## config.mk

```make
export PLATFORM = sky130hd
export DESIGN_NAME = mfp_seven_segment_scanner
export DESIGN_NICKNAME = d
export VERILOG_FILES = /design/src/rtl/mfp_seven_segment_scanner.sv
export SDC_FILE = /design/constraint.sdc
export NUM_CORES = 1
export LEC_CHECK = 0
export ABC_AREA = 1
export BUFFER_PORTS_ARGS = -buffer_cell sky130_fd_sc_hd__buf_2
export CAP_MARGIN = 0
export CORE_UTILIZATION = 57
export DETAILED_ROUTE_END_ITERATION = 10
export PLACE_DENSITY_LB_ADDON = 0.1
export SLEW_MARGIN = 20
export SYNTH_ARGS = -nofsm -noshare
export SYNTH_HDL_FRONTEND = slang
export SYNTH_SLANG_ARGS = --single-unit
```

## constraint.sdc

```tcl
create_clock -name HCLK -period 2 [get_ports HCLK]
set_input_delay 0.5 -clock HCLK [delete_from_list [all_inputs] [get_ports HCLK]]
set_output_delay 0.5 -clock HCLK [all_outputs]
set_load 0.05 [all_outputs]
```

## src/rtl/mfp_seven_segment_scanner.sv

```systemverilog
`default_nettype none
// +--------------------------------------------------------------------------+
// | Module   : mfp_seven_segment_scanner                                     |
// | Purpose  : Time-multiplexed driver for an N-digit common-anode 7-segment |
// |            display. Takes one hex nibble per digit, snapshots the whole  |
// |            frame at the frame boundary, and scans the digits with a      |
// |            blank guard interval at the start of each digit slot.         |
// | Ports    : HCLK      - clock                                             |
// |            HRESETn   - asynchronous active-low reset                     |
// |            hex_in    - 4*N_DIGITS nibbles, nibble k drives digit k       |
// |            anodes    - registered one-hot digit enable (output polarity) |
// |            segments  - registered segment bus, bit0=a .. bit6=g          |
// | Options  : MFP_SEVEN_SEG_LZB_EN - when defined, leading-zero blanking   |
// | Revision : 1.0 - initial release                                         |
// +--------------------------------------------------------------------------+
module mfp_seven_segment_scanner #(
  parameter int N_DIGITS   = 8,
  parameter int SCAN_DIV_W = 16,
  parameter int ACTIVE_LOW = 1
) (
  input  logic                    HCLK,
  input  logic                    HRESETn,
  input  logic [4*N_DIGITS-1:0]   hex_in,
  output logic [N_DIGITS-1:0]     anodes,
  output logic [6:0]              segments
);

  localparam int                 DW         = (N_DIGITS > 1) ? $clog2(N_DIGITS) : 1;
  localparam logic [DW-1:0]      LAST_DIGIT = DW'(N_DIGITS - 1);
  localparam logic               INV        = (ACTIVE_LOW != 0);
  localparam logic [N_DIGITS-1:0] ANODE_OFF = {N_DIGITS{INV}};
  localparam logic [6:0]         SEG_OFF    = {7{INV}};

  logic [SCAN_DIV_W-1:0] p_q, p_d;
  logic [DW-1:0]         d_q, d_d;
  logic [4*N_DIGITS-1:0] shadow_q, shadow_d;
  logic [N_DIGITS-1:0]   anodes_q, anodes_d;
  logic [6:0]            segments_q, segments_d;

  logic       slot_end;
  logic       frame_end;
  logic       guard;
  logic       blank;
  logic [3:0] nib [N_DIGITS];

  function automatic logic [6:0] decode(input logic [3:0] h);
    logic [6:0] s;
    case (h)
      4'h0:    s = 7'h3F;
      4'h1:    s = 7'h06;
      4'h2:    s = 7'h5B;
      4'h3:    s = 7'h4F;
      4'h4:    s = 7'h66;
      4'h5:    s = 7'h6D;
      4'h6:    s = 7'h7D;
      4'h7:    s = 7'h07;
      4'h8:    s = 7'h7F;
      4'h9:    s = 7'h6F;
      4'hA:    s = 7'h77;
      4'hB:    s = 7'h7C;
      4'hC:    s = 7'h39;
      4'hD:    s = 7'h5E;
      4'hE:    s = 7'h79;
      default: s = 7'h71;
    endcase
    return s;
  endfunction

  generate
    for (genvar k = 0; k < N_DIGITS; k++) begin : g_nib
      assign nib[k] = shadow_q[4*k +: 4];
    end
  endgenerate

  assign slot_end  = &p_q;
  assign frame_end = slot_end && (d_q == LAST_DIGIT);
  // Guard is the first eighth of the slot: top three prescaler bits all zero.
  assign guard     = (p_q[SCAN_DIV_W-1 -: 3] == 3'b000);

`ifdef MFP_SEVEN_SEG_LZB_EN
  // lz[k] is set when nibbles k..N_DIGITS-1 of the snapshot are all zero.
  logic [N_DIGITS-1:0] lz;
  generate
    for (genvar k = 0; k < N_DIGITS; k++) begin : g_lz
      assign lz[k] = ~|shadow_q[4*N_DIGITS-1:4*k];
    end
  endgenerate
  assign blank = (d_q != '0) && lz[d_q];
`else
  assign blank = 1'b0;
`endif

  always_comb begin
    p_d        = p_q + 1'b1;
    d_d        = d_q;
    shadow_d   = shadow_q;
    anodes_d   = '0;
    segments_d = '0;

    if (slot_end) begin
      d_d = (d_q == LAST_DIGIT) ? '0 : d_q + 1'b1;
    end
    // Snapshot taken in the same cycle the digit index wraps, so a frame
    // never mixes old and new hex values.
    if (frame_end) begin
      shadow_d = hex_in;
    end

    if (!guard) begin
      for (int k = 0; k < N_DIGITS; k++) begin
        anodes_d[k] = (d_q == DW'(k));
      end
      segments_d = blank ? 7'h00 : decode(nib[d_q]);
    end

    anodes_d   = anodes_d ^ ANODE_OFF;
    segments_d = segments_d ^ SEG_OFF;
  end

  always_ff @(posedge HCLK or negedge HRESETn) begin
    if (!HRESETn) begin
      p_q        <= '0;
      d_q        <= '0;
      shadow_q   <= '0;
      anodes_q   <= ANODE_OFF;
      segments_q <= SEG_OFF;
    end else begin
      p_q        <= p_d;
      d_q        <= d_d;
      shadow_q   <= shadow_d;
      anodes_q   <= anodes_d;
      segments_q <= segments_d;
    end
  end

  assign anodes   = anodes_q;
  assign segments = segments_q;

endmodule
`default_nettype wire
```

== After elaboration in Yosys (flattened, before gate mapping) ==
Memories as Yosys holds them, arrays and structs flattened.
Index checks and enable logic that the tools add are counted.

* Register bits: 66
* Bits in read-only memories: 112
* Input port bits: 34
* Memories kept: 1

* $add $sub $neg: 2
* $lt $le $gt $ge: 1
* Equal/unequal tests: 7
* Mux-type cells: 6
* Bitwise gates (word level): 3
* Reductions and logical operators: 4

{| class="wikitable"
|+ Memories
! memory !! words !! width !! rd ports !! clocked after Yosys merged registers in !! wr ports !! RTL line !! text
|-
| (no name shown) || 16 || 7 || 1 || 0 || 0 || 48 || <nowiki>case (h)</nowiki>
|}

{| class="wikitable"
|+ Operators with widths
! kind !! count
|-
| 16-bit by 1-bit adder with 16-bit output, second input constant || 1
|-
| 16-bit AND reduction || 1
|-
| 4-bit binary-select mux with 3-bit select || 1
|-
| 3-bit equality test, second input constant || 4
|-
| 4-bit two-way mux || 2
|-
| 8-bit two-way mux || 1
|-
| 8-bit inverter || 1
|-
| 7-bit two-way mux || 1
|-
| 7-bit inverter || 1
|-
| 3-bit by 2-bit equality test with 1-bit output, second input constant || 2
|-
| 3-bit zero test || 2
|-
| 4-bit greater-or-equal comparator, second input constant || 1
|-
| 3-bit inverter with 4-bit output || 1
|-
| 3-bit by 1-bit adder with 3-bit output, second input constant || 1
|-
| 3-bit by 1-bit equality test with 1-bit output, second input constant || 1
|-
| 3-bit two-way mux || 1
|-
| 1-bit logical AND || 1
|}

== Logic depth before layout (Yosys ltp) ==
Gate-level depths: netlist of run 1.
An unclocked memory read counts as a cell.

* Depth in word-level cells: 7
* Mapped depth: 14
* Gate-level depth less buffers: 12

== Worst setup path before layout of run 1 ==
Ideal clock, no wire load.

* Path type: register -> register
* Start: register d_q[0]
* End: register segments_q[5], in the netlist segments[5]
* Library setup time: 93 ps
* Arrival: 1691 ps
* Path slack: 215 ps
* Cell stages (with the launch flop): 14
* Buffers on the path: 2
* Path through: dfrtp_1 -> buf_4 -> inv_2 -> buf_4 -> nand2_1 -> nand3_1 -> nand3_1 -> nand2_1 -> inv_1 -> ha_1 -> nand3_1 -> nand2_1 -> nand2_1 -> nand3_1

* Longest elaborated chain between the ends: 7

{| class="wikitable"
|+ RTL lines
! what !! RTL line !! text
|-
| start: declaration || 35 || <nowiki>logic [DW-1:0] d_q, d_d;</nowiki>
|-
| start signal: assignment || 123 || <nowiki>d_q <= '0;</nowiki>
|-
| start signal: assignment || 129 || <nowiki>d_q <= d_d;</nowiki>
|-
| 3-bit inverter with 4-bit output (implied by the code) || 113 || <nowiki>segments_d = blank ? 7'h00 : decode(nib[d_q]);</nowiki>
|-
| 4-bit binary-select mux with 3-bit select || 113 ||
|-
| 4-bit two-way mux (implied by the code) (2 in a row) || 113 ||
|-
| memory read 16 x 7 bit || - ||
|-
| 7-bit two-way mux || 109 || <nowiki>if (!guard) begin</nowiki>
|-
| 7-bit inverter (no line) || - ||
|-
| named net segments_d[5] || 38 || <nowiki>logic [6:0] segments_q, segments_d;</nowiki>
|-
| end signal: assignment || 132 || <nowiki>segments_q <= segments_d;</nowiki>
|-
| end: declaration || 38 ||
|}

The timed path passes the listed nets, and every way through them passes these cells. The select of a mux whose other input is x is not followed.
A chain may end at the register's enable or synchronous reset.

== Final worst setup path of run 1 ==
* Start: register d_q[0]
* End: register segments_q[2], in the netlist segments[2]

Same word-level chain as after synthesis.

==> qor.txt, run 1 <==
STATUS
--------------------------------------------------------------------------------------------------
Status                                                                                complete, no violations

CRITICAL PATH
--------------------------------------------------------------------------------------------------
FF-to-FF Start                                                                        d_q[0]$_DFFE_PN0P_
Crit. End Element                                                                             flop
Required time at the worst-slack endpoint                                                  2.25 ns
Type of the setup path with the least slack                                           flop to flop
Type of origin of the critical path                                                           flop
Launch point of the critical path                                                     d_q[0]$_DFFE_PN0P_
CP max stage cell                                                                     sky130_fd_sc_hd__dfrtp_1
Ordered cell list for the critical path                                               buf_6, o211ai_1, nand2_1, nand2_1, nand2_1, ha_1, inv_1, nand3_1, o211ai_1
Max FO, Critical Path                                                                           19
Worst reg2reg setup slack                                                                  0.22 ns
Largest stage delay on the critical path                                                   0.42 ns
Most frequent cell on the critical path                                               sky130_fd_sc_hd__nand2_1
Endpoint arrival time on the critical path                                                 2.03 ns

GRT
--------------------------------------------------------------------------------------------------
Via count of the first global-routing pass                                                   2,548
Grt total ovfl                                                                                   0
Wire length of the first global-routing pass                                               11.3 mm
GRT Resource Usage Total                                                                     24.3%
Largest net degree at the start of global routing                                               45
Antenna violations before repair                                                                 0

TIMING
--------------------------------------------------------------------------------------------------
Normalized max-slew margin                                                                   67.3%
Time the worst path needs with I/O delays and setup                                        1.78 ns
Slew Viols, Final                                                                                0
Fmax                                                                                     0.561 GHz
Share of the clock period used by the worst path after layout                                89.2%
Transition time at the pin with the least slew margin                                     0.490 ns
Sum Neg Setup Slack                                                                           0 ns
Final worst clock skew                                                                   0.0122 ns
Number of failing hold endpoints at the final stage                                              0
Final setup fails                                                                                0
RSZ-0062 raised after global routing                                                            no

YOSYS
--------------------------------------------------------------------------------------------------
Post-synth net total                                                                           447
Summed instance area of the synthesized netlist                                           3270 um2
Seq cells post-synth                                                                            66
Top cell type's share of synthesized area                                                    39.1%
Count of synthesis-stage warnings from yosys                                                     0
Number of distinct library cells after synthesis                                                23
Top cells by area, synth                                                              sky130_fd_sc_hd__dfrtp_1 (39%), sky130_fd_sc_hd__nand2_1 (17%), sky130_fd_sc_hd__nand3_1 (12%), sky130_fd_sc_hd__dfstp_2 (12%), sky130_fd_sc_hd__ha_1 (5.0%)
Instance count of the mapped netlist                                                           400
Post-synthesis sequential area ratio                                                         51.1%
Most area-hungry cell type in the Yosys netlist                                       sky130_fd_sc_hd__dfrtp_1
Mean instance size in the synthesized netlist                                             8.17 um2

HOLD PATH
--------------------------------------------------------------------------------------------------
Hold Path Class                                                                       input pin to async pin

CLOCK NETWORK
--------------------------------------------------------------------------------------------------
H-Tree Level Count                                                                               3
Maximum buffer depth of the clock tree                                                           2
Number of buffers inserted during clock tree synthesis                                           9
Clock transition time at the flip-flop clock pins of the worst setup and hold paths        0.07 ns
Insertion delay of the later-clocked pin in the worst-skew pair                            0.34 ns
Hold buffer count at cts                                                                         0
Number of clock sinks                                                                           66
Master cell of the clock root buffer                                                  sky130_fd_sc_hd__clkbuf_8
TritonCTS clock tree                                                                         built

FLOORPLAN
--------------------------------------------------------------------------------------------------
Die footprint                                                                             6040 um2
Row Count                                                                                       27
Starting density of the core                                                                 59.4%
Horizontal die dimension                                                                   77.7 um
Placeable Area                                                                            5510 um2
Vertical extent of the die                                                                 77.7 um
Ports placed on the boundary                                                                    49

FINISH
--------------------------------------------------------------------------------------------------
Finished Layout Cells                                                                          526
Layout overhead on the synthesized area                                                      15.8%
Number of antenna repair diodes                                                                  0
Share of layout cells above drive strength 1                                                 20.5%
# nets final                                                                                   496

DETAILED ROUTING
--------------------------------------------------------------------------------------------------
Detailed Routing Iterations Pass 1                                                               4
Post-DR wirelength/cell                                                                    12.2 um
Via density per instance                                                                      5.07
1st-iter DRT viols                                                                             184
Number of nets still failing antenna checks after routing                                        0
Routed vias                                                                                  2,667
Total Wirelength                                                                           6.43 mm
DRC errors left                                                                                  0

PLACEMENT
--------------------------------------------------------------------------------------------------
Number of cells after detailed placement                                                       510
GP Congestion                                                                                0.851
Port Buf Inserts                                                                                48
Post-detail-place hpwl                                                                     4.55 mm

PWR
--------------------------------------------------------------------------------------------------
Leakage power figure                                                                       1.94 nW
Maximum vdd ir drop                                                                       0.456 mV
Ratio of total power to cell area                                                       650 nW/um2

FLOW RUN
--------------------------------------------------------------------------------------------------
Max-capacitance violation count                                                                  0

==> worst max-delay path: cells and delay by family (launching register included) <==
kind | cells | cell delay, ns
and+or+nand+nor | 4 | 0.33
DFF | 1 | 0.42
AOI/OAI and AO/OA | 2 | 0.44
buffers and inverters | 2 | 0.28
adders and majority gates | 1 | 0.21
==> metrics by stage <==
step	hold WS (ns)	setup slack [ns]	total power, mW	utilization [%]	instance area (um2)
finish	0.116	0.216	2.46	68.8	3790
global route	0.148	0.0296	2.54	68.8	3790
CTS	0.122	0.182	2.49	68.6	3780
detailed placement	0.440	0.208	1.42	65.1	3580
global placement	0.434	0.249	1.42	65.1	3580
floorplan	0.204	0.215	1.36	-	3270
==> cells by family after synthesis <==
kind of cell,count (synthesis),synth area share [%]
flip-flops,66,51.1
buffers and inverters,57,7.85
adder cells (fa/ha/maj),13,4.98
AO/OA/AOI/OAI,5,0.919
XOR/XNOR,10,2.68
AND/OR/NAND/NOR,249,32.5
==> final cells by class <==
cell class	instances	area (um2)
fill	444	1720
sequential	66	1670
inverter	40	153
timing repair buffer	55	334
tap	72	90.1
clock inverter	2	10.0
clock buffer	14	184
multi-input combinational	277	1340
==> report_power, final <==
part	internal [mW]	leakage, nW	switching [mW]
clock network	0.590	0.102	0.477
logic	0.0261	1.15	0.0325
registers	1.34	0.687	0
==> flip-flops by register name, indices dropped and copies added, names as in the netlist <==
signal,count
segments,7
p_q,16
anodes,8
shadow_q,32
d_q,3
==> what timing repair did <==
action,in CTS,in global routing
resized for setup,0,5
setup endpoints to repair,0,4
setup buffers,0,0
==> cells in the mapped netlist, drive strengths merged <==
library cell	number
xnor2	1
nand4	2
o21ai	2
nor3	5
xor2	9
o211ai	2
buf	14
nand2	148
inv	39
dfrtp	51
clkbuf	3
a21oi	1
clkinv	1
ha	13
dfstp	15
nor2	12
nand3	82
==> layer usage <==
metal,GRT usage (%),vias up,wire [um]
li1,-,1359,-
met1,30.4,1222,2870
met2,39.6,74,3170
met3,5.18,12,256
met4,13.0,0,138
met5,0,-,0
==> cells in the final DEF, fill, tap and decap left out <==
cell                        count
sky130_fd_sc_hd__ha_1          13
sky130_fd_sc_hd__dfrtp_1       50
sky130_fd_sc_hd__xor2_1         9
sky130_fd_sc_hd__clkinv_1       1
sky130_fd_sc_hd__nand2_2        2
sky130_fd_sc_hd__nand3_2        1
sky130_fd_sc_hd__nor2_2         2
sky130_fd_sc_hd__nand4_1        2
sky130_fd_sc_hd__a21oi_1        1
sky130_fd_sc_hd__buf_12         3
sky130_fd_sc_hd__o21ai_0        2
sky130_fd_sc_hd__inv_4          1
sky130_fd_sc_hd__dfrtp_2        1
sky130_fd_sc_hd__inv_2          2
sky130_fd_sc_hd__buf_4          3
sky130_fd_sc_hd__clkinv_2       2
sky130_fd_sc_hd__nand2_1      146
sky130_fd_sc_hd__nor2_1        10
sky130_fd_sc_hd__buf_6          1
sky130_fd_sc_hd__nand3_1       81
sky130_fd_sc_hd__clkbuf_8      11
sky130_fd_sc_hd__o211ai_1       2
sky130_fd_sc_hd__dfstp_2       15
sky130_fd_sc_hd__buf_2         48
sky130_fd_sc_hd__xnor2_1        1
sky130_fd_sc_hd__clkbuf_16      1
sky130_fd_sc_hd__inv_1         36
sky130_fd_sc_hd__nor3_1         5
sky130_fd_sc_hd__clkbuf_1       2
==> path summary, 6_finish.rpt <==
kind                            cells past startpoint                  endpoint
worst max register to register                      9     segments[2]$_DFF_PN1_
worst min register to register                      1          p_q[0]$_DFF_PN0_
worst max-delay path                                9     segments[2]$_DFF_PN1_
min in group HCLK                                   3  shadow_q[30]$_DFFE_PN0P_
max in group asynchronous                           2        d_q[1]$_DFFE_PN0P_
worst min-delay path                                1          p_q[7]$_DFF_PN0_
(Power assumes the default switching activity.)
==> run 2, diff against run 1 <==
--- a/config.mk
+++ b/config.mk
@@ -8,7 +8,7 @@
 export ABC_AREA = 1
 export BUFFER_PORTS_ARGS = -buffer_cell sky130_fd_sc_hd__buf_2
 export CAP_MARGIN = 0
-export CORE_UTILIZATION = 57
+export CORE_UTILIZATION = 50
 export DETAILED_ROUTE_END_ITERATION = 10
 export PLACE_DENSITY_LB_ADDON = 0.1
 export SLEW_MARGIN = 20
==> qor.txt, run 2 (synthesis results as in run 1) <==
CLOCK NETWORK
--------------------------------------------------------------------------------------------------
Clock transition time at the flip-flop clock pins of the worst setup and hold paths        0.07 ns   about the same
Hold buffer count at cts                                                                         0   unchanged
Number of buffers inserted during clock tree synthesis                                           9   unchanged
H-Tree Level Count                                                                               3   unchanged
Insertion delay of the later-clocked pin in the worst-skew pair                            0.34 ns   about the same
Maximum buffer depth of the clock tree                                                           2   unchanged
Master cell of the clock root buffer                                                  sky130_fd_sc_hd__clkbuf_8   unchanged
TritonCTS clock tree                                                                         built   unchanged
Number of clock sinks                                                                           66   unchanged

FINISH
--------------------------------------------------------------------------------------------------
Commonest cells after routing, fill and taps aside                                    sky130_fd_sc_hd__nand2_1 (145), sky130_fd_sc_hd__nand3_1 (81), sky130_fd_sc_hd__dfrtp_1 (51)   was sky130_fd_sc_hd__nand2_1 (146), sky130_fd_sc_hd__nand3_1 (81), sky130_fd_sc_hd__dfrtp_1 (50)
Most common cell after layout, fill and taps aside                                    sky130_fd_sc_hd__nand2_1   unchanged
Number of flip-flops in the largest register                                                    32   unchanged
Number of fill cells                                                                           598   was 444
Share of layout cells above drive strength 1                                                 20.7%   was 20.5%
Biggest register                                                                          shadow_q   unchanged
# nets final                                                                                   497   was 496
Layout overhead on the synthesized area                                                      16.7%   was 15.8%
Number of antenna repair diodes                                                                  0   unchanged

CRITICAL PATH
--------------------------------------------------------------------------------------------------
Count of cells along the worst register-to-register path                                        11   was 9
Type of the setup path with the least slack                                           flop to flop   unchanged
Largest stage delay on the critical path                                                   0.40 ns   was 0.42 ns
Crit. End Element                                                                             flop   unchanged
Ordered cell list for the critical path                                               buf_6, nand2_1, nand3_1, nand3_1, nand2_2, inv_1, ha_1, nand3_1, nand2_1, nand2_1, nand3_1   was buf_6, o211ai_1, nand2_1, nand2_1, nand2_1, ha_1, inv_1, nand3_1, o211ai_1
Max FO, Critical Path                                                                           19   unchanged
Endpoint arrival time on the critical path                                                 2.06 ns   was 2.03 ns
Required time at the worst-slack endpoint                                                  2.26 ns   was 2.25 ns
Most frequent cell on the critical path                                               sky130_fd_sc_hd__nand3_1   was sky130_fd_sc_hd__nand2_1
CP max stage cell                                                                     sky130_fd_sc_hd__dfrtp_1   unchanged
Type of origin of the critical path                                                           flop   unchanged

GRT
--------------------------------------------------------------------------------------------------
Grt total ovfl                                                                                   0   unchanged
Via count of the first global-routing pass                                                   2,701   was 2,548
Met1 routing resource usage after global routing                                             28.9%   was 30.4%
Wire length of the first global-routing pass                                               12.1 mm   was 11.3 mm
GRT Resource Usage Total                                                                     22.0%   was 24.3%
Most heavily used metal layer in global routing                                               met2   unchanged
Largest net degree at the start of global routing                                               46   was 45
Global-route met2 utilization                                                                35.4%   was 39.6%
Met3 track demand over resource                                                              4.27%   was 5.18%
Antenna violations before repair                                                                 0   unchanged

DETAILED ROUTING
--------------------------------------------------------------------------------------------------
Post-DR wirelength/cell                                                                    12.1 um   was 12.2 um
Routed vias                                                                                  2,591   was 2,667
Detailed Routing Iterations Pass 1                                                               4   unchanged
1st-iter DRT viols                                                                             150   was 184
Number of nets still failing antenna checks after routing                                        0   unchanged
Via density per instance                                                                      4.87   was 5.07
Total Wirelength                                                                           6.41 mm   was 6.43 mm
DRC errors left                                                                                  0   unchanged

PLACEMENT
--------------------------------------------------------------------------------------------------
Post-detail-place hpwl                                                                     4.53 mm   was 4.55 mm
Port Buf Inserts                                                                                48   unchanged
GP Congestion                                                                                0.805   was 0.851

TIMING
--------------------------------------------------------------------------------------------------
Final setup fails                                                                                0   unchanged
RSZ-0062 raised after global routing                                                            no   unchanged
Slew Viols, Final                                                                                0   unchanged
Share of the clock period used by the worst path after layout                                90.2%   was 89.2%
Time the worst path needs with I/O delays and setup                                        1.80 ns   was 1.78 ns
Transition time at the pin with the least slew margin                                     0.468 ns   was 0.490 ns
Normalized max-slew margin                                                                   68.8%   was 67.3%
Sum Neg Setup Slack                                                                           0 ns   unchanged
Final worst clock skew                                                                  0.00650 ns   was 0.0122 ns
Number of failing hold endpoints at the final stage                                              0   unchanged
Fmax                                                                                     0.555 GHz   was 0.561 GHz

FLOW RUN
--------------------------------------------------------------------------------------------------
Max-capacitance violation count                                                                  0   unchanged

FLOORPLAN
--------------------------------------------------------------------------------------------------
Vertical extent of the die                                                                 82.8 um   was 77.7 um
Ports placed on the boundary                                                                    49   unchanged
Horizontal die dimension                                                                   82.8 um   was 77.7 um
Die footprint                                                                             6860 um2   was 6040 um2
Placeable Area                                                                            6310 um2   was 5510 um2
Starting density of the core                                                                 51.8%   was 59.4%
Row Count                                                                                       29   was 27

STATUS
--------------------------------------------------------------------------------------------------
Status                                                                                complete, no violations   unchanged

PWR
--------------------------------------------------------------------------------------------------
Leakage power figure                                                                       1.95 nW   was 1.94 nW
Maximum vdd ir drop                                                                       0.378 mV   was 0.456 mV
Ratio of total power to cell area                                                       668 nW/um2   was 650 nW/um2
Power after layout                                                                         2.55 mW   was 2.46 mW

HOLD PATH
--------------------------------------------------------------------------------------------------
Hold Path Class                                                                       input pin to async pin   unchanged

## run 2: changes by cell type in the layout (fill, tap and decap cells not counted), sizes merged
cell    delta
buf        +1
bufinv     +1
clkinv     -1
## run 2: metal layers
layer  up-vias  wire [um]
met4         0        106
met2        60       2980
met3         9        244
met1      1167       3080
met5         -          0
li1       1355          -
## run 2: power breakdown
| part | internal (mW) | switching [mW] | leakage [nW] |
|---|---|---|---|
| Combinational | 0.0261 | 0.0329 | 1.15 |
| Clock | 0.677 | 0.476 | 0.107 |
| Sequential | 1.34 | 0 | 0.689 |
## run 2: final timing paths
| kind | from | endpoint | slack (ns) |
|---|---|---|---|
| worst max-delay path | d_q[0]$_DFFE_PN0P_ | segments[3]$_DFF_PN1_ | 0.20 |
| worst min-delay path | HRESETn | p_q[8]$_DFF_PN0_ | 0.10 |
| worst max register to register | d_q[0]$_DFFE_PN0P_ | segments[3]$_DFF_PN1_ | 0.20 |
| worst min register to register | p_q[0]$_DFF_PN0_ | p_q[0]$_DFF_PN0_ | 0.45 |
| max in group asynchronous | HRESETn | shadow_q[19]$_DFFE_PN0P_ | 1.30 |
| min in group HCLK | hex_in[0] | shadow_q[0]$_DFFE_PN0P_ | 0.38 |
## run 2: cell type report
class | count | area, um2 | share of cell area, %
Sequential cell | 66 | 1670 | 43.8
Inverter | 40 | 153 | 4.00
Timing Repair Buffer | 56 | 342 | 8.95
Multi-Input combinational cell | 277 | 1350 | 35.3
Tap cell | 77 | 96.3 | 2.53
Clock buffer | 14 | 173 | 4.53
Clock inverter | 2 | 35.0 | 0.918
## run 2: worst max-delay path: cells and delay by family, from the launching register on
| family | cells | cell delay (ns) |
|---|---|---|
| AND/OR/NAND/NOR | 8 | 0.79 |
| buffers and inverters | 2 | 0.30 |
| adder cells (fa/ha/maj) | 1 | 0.22 |
| flip-flops | 1 | 0.40 |
## run 2: timing repair
action,4_1_cts,5_1_grt
hold endpoints to repair,0,0
resized for setup,0,5
endpoints found under the setup margin,0,6
buffers inserted,0,0
## run 2: metrics by stage
stage                     hold slack, ns  util (%)  cell area, um2  std cells  setup slack (ns)
final                              0.100      60.4            3810        532             0.197
after floorplan                    0.204         -            3270        400             0.215
after detailed placement           0.443      57.0            3600        516             0.106
after global routing               0.124      60.4            3810        532            0.0250
after CTS                          0.104      60.2            3800        532            0.0724
after global placement             0.434      57.0            3600        516             0.134
==> run 3, diff against run 2 <==
--- a/config.mk
+++ b/config.mk
@@ -6,7 +6,7 @@
 export NUM_CORES = 1
 export LEC_CHECK = 0
 export ABC_AREA = 1
-export BUFFER_PORTS_ARGS = -buffer_cell sky130_fd_sc_hd__buf_2
+export BUFFER_PORTS_ARGS = -buffer_cell sky130_fd_sc_hd__clkbuf_2
 export CAP_MARGIN = 0
 export CORE_UTILIZATION = 50
 export DETAILED_ROUTE_END_ITERATION = 10
==> qor.txt, run 3 (synthesis results as in run 1) <==
CRITICAL PATH
--------------------------------------------------------------------------------------------------
Type of the setup path with the least slack                                           flop to flop   unchanged
Required time at the worst-slack endpoint                                                  2.25 ns   was 2.26 ns
Max FO, Critical Path                                                                           16   was 19
Crit. End Element                                                                             flop   unchanged
Ordered cell list for the critical path                                               buf_4, o211ai_1, nand2_1, nand2_1, nand2_1, ha_1, inv_1, nand3_1, o211ai_1   was buf_6, nand2_1, nand3_1, nand3_1, nand2_2, inv_1, ha_1, nand3_1, nand2_1, nand2_1, nand3_1
Largest stage delay on the critical path                                                   0.44 ns   was 0.40 ns
Most frequent cell on the critical path                                               sky130_fd_sc_hd__nand2_1   was sky130_fd_sc_hd__nand3_1
CP max stage cell                                                                     sky130_fd_sc_hd__dfrtp_2   was sky130_fd_sc_hd__dfrtp_1
Type of origin of the critical path                                                           flop   unchanged
Endpoint arrival time on the critical path                                                 2.07 ns   was 2.06 ns

CLOCK NETWORK
--------------------------------------------------------------------------------------------------
Number of clock sinks                                                                           66   unchanged
Insertion delay of the later-clocked pin in the worst-skew pair                            0.34 ns   about the same
Hold buffer count at cts                                                                         0   unchanged
Clock transition time at the flip-flop clock pins of the worst setup and hold paths        0.07 ns   about the same
Master cell of the clock root buffer                                                  sky130_fd_sc_hd__clkbuf_8   unchanged
H-Tree Level Count                                                                               3   unchanged
Maximum buffer depth of the clock tree                                                           2   unchanged
Number of buffers inserted during clock tree synthesis                                           9   unchanged
TritonCTS clock tree                                                                         built   unchanged

TIMING
--------------------------------------------------------------------------------------------------
Slew Viols, Final                                                                                0   unchanged
Sum Neg Setup Slack                                                                           0 ns   unchanged
Transition time at the pin with the least slew margin                                     0.422 ns   was 0.468 ns
Number of failing hold endpoints at the final stage                                              0   unchanged
Time the worst path needs with I/O delays and setup                                        1.81 ns   was 1.80 ns
Final worst clock skew                                                                  0.00605 ns   was 0.00650 ns
Share of the clock period used by the worst path after layout                                90.5%   was 90.2%
RSZ-0062 raised after global routing                                                            no   unchanged
Tightest hold margin                                                                      0.166 ns   was 0.100 ns
Fmax                                                                                     0.552 GHz   was 0.555 GHz
Final setup fails                                                                                0   unchanged
Normalized max-slew margin                                                                   71.7%   was 68.8%

DETAILED ROUTING
--------------------------------------------------------------------------------------------------
DRC errors left                                                                                  0   unchanged
1st-iter DRT viols                                                                             132   was 150
Routed vias                                                                                  2,677   was 2,591
Detailed Routing Iterations Pass 1                                                               4   unchanged
Post-DR wirelength/cell                                                                    12.6 um   was 12.1 um
Number of nets still failing antenna checks after routing                                        0   unchanged
Via density per instance                                                                      4.99   was 4.87
Total Wirelength                                                                           6.78 mm   was 6.41 mm

PLACEMENT
--------------------------------------------------------------------------------------------------
GP Congestion                                                                                0.915   was 0.805
Port Buf Inserts                                                                                48   unchanged
Post-detail-place hpwl                                                                     4.77 mm   was 4.53 mm

FINISH
--------------------------------------------------------------------------------------------------
Number of flip-flops in the largest register                                                    32   unchanged
Share of layout cells above drive strength 1                                                 21.5%   was 20.7%
Layout overhead on the synthesized area                                                      16.4%   was 16.7%
Number of antenna repair diodes                                                                  0   unchanged
Biggest register                                                                          shadow_q   unchanged
# nets final                                                                                   502   was 497
Fraction of the core area covered by cells at the end of the flow                            60.3%   was 60.4%
Commonest cells after routing, fill and taps aside                                    sky130_fd_sc_hd__nand2_1 (146), sky130_fd_sc_hd__nand3_1 (81), sky130_fd_sc_hd__dfrtp_1 (49)   was sky130_fd_sc_hd__nand2_1 (145), sky130_fd_sc_hd__nand3_1 (81), sky130_fd_sc_hd__dfrtp_1 (51)
Most common cell after layout, fill and taps aside                                    sky130_fd_sc_hd__nand2_1   unchanged

GRT
--------------------------------------------------------------------------------------------------
GRT Resource Usage Total                                                                     21.8%   was 22.0%
Grt total ovfl                                                                                   0   unchanged
Antenna violations before repair                                                                 0   unchanged
Largest net degree at the start of global routing                                               67   was 46
Via count of the first global-routing pass                                                   2,653   was 2,701
Wire length of the first global-routing pass                                               11.9 mm   was 12.1 mm

FLOORPLAN
--------------------------------------------------------------------------------------------------
Starting density of the core                                                                 51.8%   unchanged
Ports placed on the boundary                                                                    49   unchanged
Placeable Area                                                                            6310 um2   unchanged
Row Count                                                                                       29   unchanged
Horizontal die dimension                                                                   82.8 um   unchanged
Die footprint                                                                             6860 um2   unchanged
Vertical extent of the die                                                                 82.8 um   unchanged

PWR
--------------------------------------------------------------------------------------------------
Power after layout                                                                         2.49 mW   was 2.55 mW
Maximum vdd ir drop                                                                       0.517 mV   was 0.378 mV
Leakage power figure                                                                       1.98 nW   was 1.95 nW
Ratio of total power to cell area                                                       655 nW/um2   was 668 nW/um2

HOLD PATH
--------------------------------------------------------------------------------------------------
Hold Path Class                                                                       input pin to async pin   unchanged

STATUS
--------------------------------------------------------------------------------------------------
Status                                                                                complete, no violations   unchanged

FLOW RUN
--------------------------------------------------------------------------------------------------
Max-capacitance violation count                                                                  0   unchanged

## run 3: cell count changes in the layout (fill, tap and decap cells not counted), moves of 2 or more
| cell | before | now |
|---|---|---|
| sky130_fd_sc_hd__buf_4 | 4 | 12 |
| sky130_fd_sc_hd__buf_2 | 48 | 0 |
| sky130_fd_sc_hd__buf_12 | 3 | 1 |
| sky130_fd_sc_hd__clkbuf_2 | 0 | 48 |
| sky130_fd_sc_hd__dfrtp_1 | 51 | 49 |
| sky130_fd_sc_hd__dfrtp_2 | 0 | 2 |
| sky130_fd_sc_hd__clkbuf_8 | 12 | 10 |
## run 3: worst paths after layout
kind,startpoint,to,slack (ns),depth (start not counted)
setup / recovery,d_q[0]$_DFFE_PN0P_,segments[2]$_DFF_PN1_,0.19,9
hold / removal,HRESETn,p_q[10]$_DFF_PN0_,0.17,2
hold reg to reg,p_q[0]$_DFF_PN0_,p_q[0]$_DFF_PN0_,0.45,1
setup reg to reg,d_q[0]$_DFFE_PN0P_,segments[2]$_DFF_PN1_,0.19,9
max in group asynchronous,HRESETn,segments[1]$_DFF_PN1_,1.51,2
min in group HCLK,hex_in[5],shadow_q[5]$_DFFE_PN0P_,0.38,3
## run 3: stage by stage
stage / instance area [um2] / std cells / setup slack, ns
after floorplan: 3270 / 400 / 0.215
after global placement: 3590 / 519 / 0.210
after detailed placement: 3590 / 519 / 0.168
after CTS: 3780 / 535 / 0.113
after global routing: 3800 / 537 / 0.00854
final: 3800 / 537 / 0.190
## run 3: critical path: cells and delay by family, from the launching register on
family | cells | cell delay [ns]
flops | 1 | 0.44
compound gates | 2 | 0.44
simple gates | 4 | 0.35
buf+inv | 2 | 0.29
fa+ha+maj | 1 | 0.21
## run 3: final cells by class
cell class,count,area (um2)
timing repair buffer,61,350
sequential,66,1670
fill,599,2510
clock inverter,3,40.0
multi-input combinational,277,1340
inverter,40,153
tap,77,96.3
clock buffer,13,149
## run 3: routing by layer
layer / vias up / wire, um / global-route usage, %
met5: - / 0 / 0
met4: 0 / 112 / 8.31
met3: 9 / 278 / 5.37
met2: 52 / 3280 / 36.4
met1: 1251 / 3110 / 27.5
li1: 1365 / - / -
## run 3: what timing repair did
item / in CTS / in global routing
resized for setup: 0 / 4
setup endpoints to repair: 0 / 5
buffers inserted: 0 / 2
endpoints found under the hold margin: 0 / 0
## run 3: power by group
part           internal (mW)  total, mW  switching (mW)  leakage [nW]
Clock                  0.608       1.10           0.490        0.0974
Combinational         0.0265     0.0600          0.0335          1.20
Sequential              1.34       1.34               0         0.685
Total                   1.97       2.49           0.523          1.98
